==> config.mk <==
export PLATFORM = sky130hd
export DESIGN_NAME = ram_rd_arbiter_flat
export DESIGN_NICKNAME = d
export VERILOG_FILES = /design/src/rtl/ram_rd_arbiter_pkg.sv /design/src/rtl/ram_rd_arbiter_if.sv /design/src/rtl/ram_rd_arbiter_rr_arb2.sv /design/src/rtl/ram_rd_arbiter.sv /design/src/flat_wrapper.sv
export SDC_FILE = /design/constraint.sdc
export NUM_CORES = 1
export LEC_CHECK = 0
export ABC_AREA = 1
export CORE_MARGIN = 2
export CORE_UTILIZATION = 44
export DETAILED_ROUTE_END_ITERATION = 6
export GPL_ROUTABILITY_DRIVEN = 0
export GPL_TIMING_DRIVEN = 0
export PLACE_DENSITY = 0.81
export SLEW_MARGIN = 10
export SYNTH_ARGS = -nofsm -noshare
export SYNTH_HDL_FRONTEND = slang
export SYNTH_SLANG_ARGS = --single-unit
export TNS_END_PERCENT = 30
==> constraint.sdc <==
create_clock -name clk -period 1.8 [get_ports clk]
set_input_delay 0.36 -clock clk [delete_from_list [all_inputs] [get_ports clk]]
set_output_delay 0.36 -clock clk [all_outputs]
set_load 0.02 [all_outputs]
==> src/rtl/ram_rd_arbiter_pkg.sv <==
// Shared constants and types for the two-port RAM read arbiter.
package ram_rd_arbiter_pkg;

  localparam int ID_W       = 1;  // requester id width
  localparam int N_REQ      = 2;  // number of requesters
  localparam int RD_LAT_MIN = 1;  // smallest supported RAM read latency
  localparam int RD_LAT_MAX = 4;  // largest supported RAM read latency

  typedef logic [ID_W-1:0] req_id_t;

  // One slot of the in-flight read tracker.
  typedef struct packed {
    logic    valid;
    req_id_t id;
  } trk_t;

endpackage

==> src/rtl/ram_rd_arbiter_if.sv <==
// Bus bundle for the read arbiter: requesters, responses, write snoop and RAM side.
// slave = arbiter view, master = environment (requesters + RAM) view.
interface ram_rd_arbiter_if
  import ram_rd_arbiter_pkg::*;
#(
  parameter int DATA_WIDTH = 10,
  parameter int ADDR_WIDTH = 12
);
  logic                  req0_valid;
  logic [ADDR_WIDTH-1:0] req0_addr;
  logic                  req0_ready;
  logic                  req1_valid;
  logic [ADDR_WIDTH-1:0] req1_addr;
  logic                  req1_ready;

  logic                  rsp0_valid;
  logic [DATA_WIDTH-1:0] rsp0_data;
  logic                  rsp1_valid;
  logic [DATA_WIDTH-1:0] rsp1_data;

  logic                  wr_req;
  logic [ADDR_WIDTH-1:0] wr_addr;

  logic                  s_read_req;
  logic [ADDR_WIDTH-1:0] s_read_addr;
  logic [DATA_WIDTH-1:0] s_read_data;

  modport slave (
    input  req0_valid, req0_addr, req1_valid, req1_addr,
    input  wr_req, wr_addr, s_read_data,
    output req0_ready, req1_ready,
    output rsp0_valid, rsp0_data, rsp1_valid, rsp1_data,
    output s_read_req, s_read_addr
  );

  modport master (
    output req0_valid, req0_addr, req1_valid, req1_addr,
    output wr_req, wr_addr, s_read_data,
    input  req0_ready, req1_ready,
    input  rsp0_valid, rsp0_data, rsp1_valid, rsp1_data,
    input  s_read_req, s_read_addr
  );

endinterface

==> src/rtl/ram_rd_arbiter_rr_arb2.sv <==
// Two-input round-robin arbiter: one-hot grant, pointer moves only on i_advance.
module rr_arb2
  import ram_rd_arbiter_pkg::*;
(
  input  logic             clk,
  input  logic             rst,
  input  logic [N_REQ-1:0] i_req,
  input  logic             i_advance,
  output logic [N_REQ-1:0] o_grant
);

  logic r_prio;  // requester that wins the next contested cycle

  // Contested cycles go to the priority holder; otherwise grant whoever asks.
  always_comb begin
    o_grant = '0;
    if (&i_req) o_grant[r_prio] = 1'b1;
    else        o_grant = i_req;
  end

  // After a grant to requester N the other one gets priority.
  always_ff @(posedge clk) begin
    if (rst)            r_prio <= 1'b0;
    else if (i_advance) r_prio <= o_grant[0];
  end

endmodule

==> src/rtl/ram_rd_arbiter.sv <==
// Arbitrates two read requesters onto one RAM read port, stalls reads that
// collide with a same-cycle write, and steers returning data back to the
// requester that issued it. s_read_data is sampled on the RD_LATENCY-th rising
// edge after the grant, so the registered response appears RD_LATENCY cycles
// after the grant.
module ram_rd_arbiter
  import ram_rd_arbiter_pkg::*;
#(
  parameter int DATA_WIDTH = 10,
  parameter int ADDR_WIDTH = 12,
  parameter int RD_LATENCY = 1
)(
  input logic             clk,
  input logic             rst,
  ram_rd_arbiter_if.slave bus
);

  // Out-of-range latencies are clamped to the supported window.
  localparam int LAT = (RD_LATENCY < RD_LAT_MIN) ? RD_LAT_MIN :
                       (RD_LATENCY > RD_LAT_MAX) ? RD_LAT_MAX : RD_LATENCY;

  logic [N_REQ-1:0]      w_elig;
  logic [N_REQ-1:0]      w_grant;
  logic                  w_any_gnt;
  logic [ADDR_WIDTH-1:0] w_gnt_addr;
  logic [ADDR_WIDTH-1:0] r_last_addr;
  trk_t                  w_trk_in;
  trk_t                  w_cap;
  trk_t                  r_trk [LAT];
  logic [DATA_WIDTH-1:0] r_rsp_data [N_REQ];

  // A request is eligible unless in reset or a same-address write is in flight.
  always_comb begin
    w_elig[0] = bus.req0_valid && !rst && !(bus.wr_req && (bus.wr_addr == bus.req0_addr));
    w_elig[1] = bus.req1_valid && !rst && !(bus.wr_req && (bus.wr_addr == bus.req1_addr));
  end

  // A stalled requester is masked here, so it never moves the pointer.
  rr_arb2 u_arb (
    .clk       (clk),
    .rst       (rst),
    .i_req     (w_elig),
    .i_advance (w_any_gnt),
    .o_grant   (w_grant)
  );

  // Granted address and the tracker entry entering the pipeline.
  always_comb begin
    w_any_gnt      = |w_grant;
    w_gnt_addr     = w_grant[1] ? bus.req1_addr : bus.req0_addr;
    w_trk_in.valid = w_any_gnt;
    w_trk_in.id    = w_grant[1];
  end

  // w_cap is the entry whose RAM data is on s_read_data at the coming edge.
  generate
    if (LAT == 1) begin : g_cap_direct
      assign w_cap = w_trk_in;
    end else begin : g_cap_pipe
      assign w_cap = r_trk[LAT-2];
    end
  endgenerate

  // In-flight tracker: one {valid, id} slot per cycle of read latency.
  always_ff @(posedge clk) begin
    if (rst) begin
      for (int k = 0; k < LAT; k++) r_trk[k] <= '0;
    end else begin
      r_trk[0] <= w_trk_in;
      for (int k = 1; k < LAT; k++) r_trk[k] <= r_trk[k-1];
    end
  end

  // Capture returning RAM data into the owning requester's response register.
  always_ff @(posedge clk) begin
    if (rst) begin
      r_rsp_data[0] <= '0;
      r_rsp_data[1] <= '0;
    end else if (w_cap.valid) begin
      r_rsp_data[w_cap.id] <= bus.s_read_data;
    end
  end

  // Remember the last granted address so s_read_addr holds between grants.
  always_ff @(posedge clk) begin
    if (rst)            r_last_addr <= '0;
    else if (w_any_gnt) r_last_addr <= w_gnt_addr;
  end

  // Outputs are forced quiet during reset, which also drops any response
  // that would otherwise land in the reset cycle itself.
  always_comb begin
    bus.req0_ready  = w_grant[0];
    bus.req1_ready  = w_grant[1];
    bus.s_read_req  = w_any_gnt;
    bus.s_read_addr = w_any_gnt ? w_gnt_addr : (rst ? '0 : r_last_addr);
    bus.rsp0_valid  = !rst && r_trk[LAT-1].valid && (r_trk[LAT-1].id == 1'b0);
    bus.rsp1_valid  = !rst && r_trk[LAT-1].valid && (r_trk[LAT-1].id == 1'b1);
    bus.rsp0_data   = rst ? '0 : r_rsp_data[0];
    bus.rsp1_data   = rst ? '0 : r_rsp_data[1];
  end

endmodule

==> src/flat_wrapper.sv <==
// flat-port wrapper written by rule: the top's interface ports become plain ports
module ram_rd_arbiter_flat import ram_rd_arbiter_pkg::*;
#(
  parameter int DATA_WIDTH = 10,
  parameter int ADDR_WIDTH = 12,
  parameter int RD_LATENCY = 1
)
  (clk, rst, bus_req0_valid, bus_req0_addr, bus_req1_valid, bus_req1_addr, bus_wr_req, bus_wr_addr, bus_s_read_data, bus_req0_ready, bus_req1_ready, bus_rsp0_valid, bus_rsp0_data, bus_rsp1_valid, bus_rsp1_data, bus_s_read_req, bus_s_read_addr);
  ram_rd_arbiter_if #(.DATA_WIDTH(DATA_WIDTH), .ADDR_WIDTH(ADDR_WIDTH)) bus_i ();
  input logic clk;
  input logic rst;
  input wire logic [$bits(bus_i.req0_valid)-1:0] bus_req0_valid;
  input wire logic [$bits(bus_i.req0_addr)-1:0] bus_req0_addr;
  input wire logic [$bits(bus_i.req1_valid)-1:0] bus_req1_valid;
  input wire logic [$bits(bus_i.req1_addr)-1:0] bus_req1_addr;
  input wire logic [$bits(bus_i.wr_req)-1:0] bus_wr_req;
  input wire logic [$bits(bus_i.wr_addr)-1:0] bus_wr_addr;
  input wire logic [$bits(bus_i.s_read_data)-1:0] bus_s_read_data;
  output wire logic [$bits(bus_i.req0_ready)-1:0] bus_req0_ready;
  output wire logic [$bits(bus_i.req1_ready)-1:0] bus_req1_ready;
  output wire logic [$bits(bus_i.rsp0_valid)-1:0] bus_rsp0_valid;
  output wire logic [$bits(bus_i.rsp0_data)-1:0] bus_rsp0_data;
  output wire logic [$bits(bus_i.rsp1_valid)-1:0] bus_rsp1_valid;
  output wire logic [$bits(bus_i.rsp1_data)-1:0] bus_rsp1_data;
  output wire logic [$bits(bus_i.s_read_req)-1:0] bus_s_read_req;
  output wire logic [$bits(bus_i.s_read_addr)-1:0] bus_s_read_addr;
  assign bus_i.req0_valid = bus_req0_valid;
  assign bus_i.req0_addr = bus_req0_addr;
  assign bus_i.req1_valid = bus_req1_valid;
  assign bus_i.req1_addr = bus_req1_addr;
  assign bus_i.wr_req = bus_wr_req;
  assign bus_i.wr_addr = bus_wr_addr;
  assign bus_i.s_read_data = bus_s_read_data;
  assign bus_req0_ready = bus_i.req0_ready;
  assign bus_req1_ready = bus_i.req1_ready;
  assign bus_rsp0_valid = bus_i.rsp0_valid;
  assign bus_rsp0_data = bus_i.rsp0_data;
  assign bus_rsp1_valid = bus_i.rsp1_valid;
  assign bus_rsp1_data = bus_i.rsp1_data;
  assign bus_s_read_req = bus_i.s_read_req;
  assign bus_s_read_addr = bus_i.s_read_addr;
  ram_rd_arbiter #(.DATA_WIDTH(DATA_WIDTH), .ADDR_WIDTH(ADDR_WIDTH), .RD_LATENCY(RD_LATENCY)) u_core (.clk(clk), .rst(rst), .bus(bus_i));
endmodule
---- After elaboration in Yosys (flattened, before gate mapping) ----
Memories as Yosys holds them, arrays and structs flattened.
Index checks and enable logic that the tools add are counted.
word-level totals
  flip-flop bits (word level) ............. 13
  bits in writable memories ............... 22
  memories ................................ 2
  input bits .............................. 51
  logic and storage cells ................. 45
  output and inout bits ................... 37
operators by class
  equality and inequality tests ........... 2
  magnitude comparators ................... 2
  reductions and logical operators ........ 17
  bitwise operators ....................... 1
  multiplexer cells ....................... 19
memory list
  name               words  bits a word  rd ports  clocked after Yosys merged registers in  write ports  RTL line              text
  u_core.r_rsp_data  2      10           2         0                                        2            ram_rd_arbiter.sv:30  logic [DATA_WIDTH-1:0] r_rsp_data [N_REQ];
  u_core.r_trk       1      2            1         0                                        1            ram_rd_arbiter.sv:29  trk_t r_trk [LAT];
operators by type and width
  operator                                                               count
  12-bit two-way mux                                                     3
  10-bit two-way mux                                                     3
  12-bit == test                                                         2
  1-bit logical AND                                                      10
  1-bit two-way mux                                                      10
  10-bit OR reduction                                                    1
  2-bit two-way mux                                                      2
  2-bit OR reduction                                                     2
  1-bit zero test                                                        3
  1-bit by 2-bit < comparator with 1-bit output (second input constant)  1
  2-bit AND reduction                                                    1
  1-bit demux with 1-bit select                                          1
  1-bit >= comparator (second input constant)                            1
  1-bit inverter                                                         1

---- Longest topological paths before layout ----
  depth after elaboration ................. 12
  depth in mapped cells ................... 13
  mapped depth without buffers ............ 12

---- Hierarchy ----
Synthesis repeated with hierarchy kept, for this count alone.
second synthesis, totals
  cells, all modules ...................... 355
  area total of the unflattened synthesis .. 2,234.6 um^2
modules (own cells, without submodules)
  module          cells an instance  instances  sequential area each (um^2)  area each (um^2)
  ram_rd_arbiter  344                1          680.7                        2,173.3
  rr_arb2         11                 1          20.0                         61.3

---- Least setup slack after synthesis ----
Ideal clock, no wire load.
  kind .................................... in2out
  start ................................... input bus_wr_addr[11]
  end ..................................... output bus_s_read_addr[10]
  buffers on the path ..................... 1
  arrival time ............................ 1,382 ps
  setup slack ............................. 58 ps
  cell stages on the path ................. 10
  data required time ...................... 1,440 ps
  cells stage by stage .................... inv_1 -> nand2_1 -> o21ai_1 -> inv_1 -> nand2_1 -> nor2_4 -> a21oi_4 -> buf_2 -> nand3_1 -> nand3_1
between the ends
  longest elaborated chain between the ends .. 8
  elaborated cells on any way between the ends .. 13
  those cells by class .................... eq/ne (2); mux (3); reduce/logical (8)
RTL lines
  what                                                             RTL line                                    text
  start: declaration                                               flat_wrapper.sv:17                          input wire logic [$bits(bus_i.wr_addr)-1:0] bus_wr_addr;
  12-bit == test (on tied branches)                                ram_rd_arbiter.sv:34, ram_rd_arbiter.sv:35
  1-bit logical AND (on tied branches)                             ram_rd_arbiter.sv:34, ram_rd_arbiter.sv:35
  1-bit zero test (on tied branches)                               ram_rd_arbiter.sv:34, ram_rd_arbiter.sv:35
  1-bit logical AND (on tied branches)                             ram_rd_arbiter.sv:34, ram_rd_arbiter.sv:35
  2-bit AND reduction                                              ram_rd_arbiter_rr_arb2.sv:17                if (&i_req) o_grant[r_prio] = 1'b1;
  2-bit two-way mux *                                              ram_rd_arbiter_rr_arb2.sv:17
  12-bit two-way mux / 2-bit OR reduction (equally long branches)  ram_rd_arbiter.sv:50, ram_rd_arbiter.sv:49
  12-bit two-way mux *                                             ram_rd_arbiter.sv:96                        bus.s_read_addr = w_any_gnt ? w_gnt_addr : (rst ? '0 : r_last_addr);
  end: declaration                                                 flat_wrapper.sv:26                          output wire logic [$bits(bus_i.s_read_addr)-1:0] bus_s_read_addr;
Every way passes the cells marked *; elsewhere a longest branch is shown, timed or not.

---- Worst setup path after layout ----
  start ................................... input bus_wr_addr[10]
  end ..................................... output bus_s_read_addr[5]
The elaborated chain is that of the path after synthesis.

==> results.json <==
{
  "clk_pin_slew_worst_paths_ns": 0.07,
  "drc": 0,
  "slew_violations": 0,
  "nNetsFinal": 583,
  "crit_slowest_cell": "a21oi_4",
  "ys_ff_latch": 35,
  "p_per_area_mw_per_mm2": 602,
  "die_w_um": 75.5,
  "skew_ns": 0.00951,
  "tritoncts": "yes",
  "worstSetupPathType": "in2out",
  "core_region_area_mm2": 0.00501,
  "clk_latency_ns": 0.31,
  "ctsLongestPathBuffers": 2,
  "setup_viol": 17,
  "arrival_ns": 1.91,
  "violations": "setup timing",
  "htreeDepth": 2,
  "grt_pass1_wl_um": 13900,
  "timing.max_cap.violations": 0,
  "final_common_cell": "nand2_1",
  "num_vias": 3385,
  "post-route-min-period_ns": 2.27,
  "syn-num-nets": 432,
  "die_h_um": 75.5,
  "io_buffers": 87,
  "worst_setup_path_end_kind": "output port",
  "seq_area_frac_synth": 0.312,
  "grt_pass1_vias": 3005,
  "grt-ovfl-total": 0,
  "worstMarginPinSlew_ns": 0.326,
  "slew_headroom": 0.782,
  "p_leak_uw": 0.00228,
  "post_drt_wl_per_cell_um": 18.1,
  "drive_gt1_frac": 0.443,
  "crit_chain": "buf_4 > inv_2 > nand2_1 > nand2_1 > nor2_1 > nand2_1 > nor2_4 > a21oi_4 > nand2_8 > buf_12 > nand2_4 > nand3_2 > buf_6",
  "dpl.hpwl_um": 4920,
  "status": "complete, but fails checks",
  "wirelength_um": 10900,
  "via_per_inst": 5.61,
  "crit_path_max_fanout": 6,
  "worst_hold_path_type": "in2reg",
  "yosysWarnings": 0,
  "layout_common_cells": "nand2_1 (103), buf_4 (51), nand3_1 (43), buf_6 (40), inv_1 (38)",
  "synth_cell_types": 22,
  "first_pass_iters": 5,
  "fill_cells": 291,
  "dpl_worst_slack_ns": -1.20,
  "synth_area_mm2": 0.00225,
  "dieArea_mm2": 0.00569,
  "final_core_util": 0.830,
  "holdBufCountCts": 0,
  "hold_violations": 0,
  "cp_common_cell": "nand2_1",
  "final_antenna_net_count": 0,
  "rsz0062_at_grt": "yes",
  "numClockSinks": 35,
  "initial_utilization": 0.449,
  "rows": 26,
  "finalCritPeriodShare": 1.26,
  "diodes": 0,
  "max_freq_mhz": 441,
  "io_pins": 88,
  "area_growth_pct": 85.1,
  "grt_max_degree": 13,
  "layout_setup_ws_ns": -0.467,
  "timing.hold.ws_ns": 0.364,
  "antenna_found_initial": 0,
  "drtIter0Drc": 453,
  "vdd_drop_max_mv": 0.457,
  "critPathLaunchType": "input pin",
  "cp.required_ns": 1.44,
  "grt_usage": 0.323,
  "syn_inst": 381,
  "synth_area_per_cell_um2": 5.90,
  "clockRootBuffer": "clkbuf_8",
  "cts_made_buffers": 5,
  "max_stage_delay_ns": 0.29
}
-- through the flow --
stage | TNS (ns) | total power, uW | std cells | area (um2)
finish | -6.92 | 2500 | 603 | 4160
global route | -12.29 | 2580 | 603 | 4160
CTS | -3.61 | 2330 | 598 | 3880
detailed placement | -38.38 | 1510 | 538 | 3210
global placement | -36.86 | 1500 | 538 | 3210
floorplan | 0 | 1210 | 381 | 2250
-- power breakdown --
group          total [uW]  switching (uW)  internal, uW
logic                 912             500           412
registers             866            24.4           841
clock network         727             315           412
total                2500             839          1670
-- registers in the layout, indices dropped and copies added (netlist names) --
signal and flops:
u_core.r_last_addr 12, u_core.r_rsp_data 20, u_core.r_trk 2, u_core.u_arb.r_prio 1
-- routing by layer --
metal  vias to the layer above  global-route usage  wire length (um)
met1                      1538               0.362              3780
met2                       292               0.574              5270
met4                         0               0.164               883
met3                       101              0.0701               955
met5                         -                   0                 0
li1                       1454                   -                 -
-- final cells by class --
class                           instances  area, um2  share of cell area
Buffer                                 15        140              0.0337
Inverter                               63        259              0.0623
Sequential cell                        35        701               0.168
Clock inverter                          3       43.8              0.0105
Tap cell                               70       87.6              0.0211
Timing Repair Buffer                  144       1310               0.316
Multi-Input combinational cell        268       1550               0.372
Clock buffer                            5       68.8              0.0165
-- synth_stat cells (all sizes together) --
cell type	count	area (um2)
clkbuf	2	7.51
dfxtp	35	701
nand3b	12	90.1
nand2	140	556
xnor2	2	17.5
a21oi	1	16.3
nand3	59	305
nor2	51	209
nand4	1	6.26
o21ai	2	10.0
inv	63	236
buf	13	92.6
-- worst max-delay path: cells and delay by family --
family | cells | cell delay, ns
buffers and inverters | 4 | 0.51
and+or+nand+nor | 8 | 0.73
AOI/OAI and AO/OA | 1 | 0.29
-- worst paths after layout --
kind	to	cells past startpoint	slack, ns	startpoint
setup / recovery	bus_s_read_addr[5]	13	-0.47	bus_wr_addr[10]
hold / removal	u_core.r_last_addr[8]$_SDFFE_PP0P_	3	0.36	bus_req1_addr[8]
hold reg to reg	u_core.r_rsp_data[1][5]$_DFF_P_	4	0.51	u_core.r_rsp_data[1][5]$_DFF_P_
setup reg to reg	u_core.r_last_addr[7]$_SDFFE_PP0P_	12	-0.08	u_core.u_arb.r_prio$_SDFFE_PP0P_
-- cells by family after synthesis --
kind of cell	Yosys count	synth area share
AO/OA/AOI/OAI	3	0.0117
XOR/XNOR	2	0.00780
buffers and inverters	78	0.150
flip-flops	35	0.312
AND/OR/NAND/NOR	263	0.519
-- what timing repair did --
item,in CTS,in global routing
setup buffers,47,4
gates cloned,5,1
endpoints found under the setup margin,37,28
resized for setup,334,97
hold endpoints to repair,0,0
pin swaps,58,47
(Power assumes the default switching activity.)
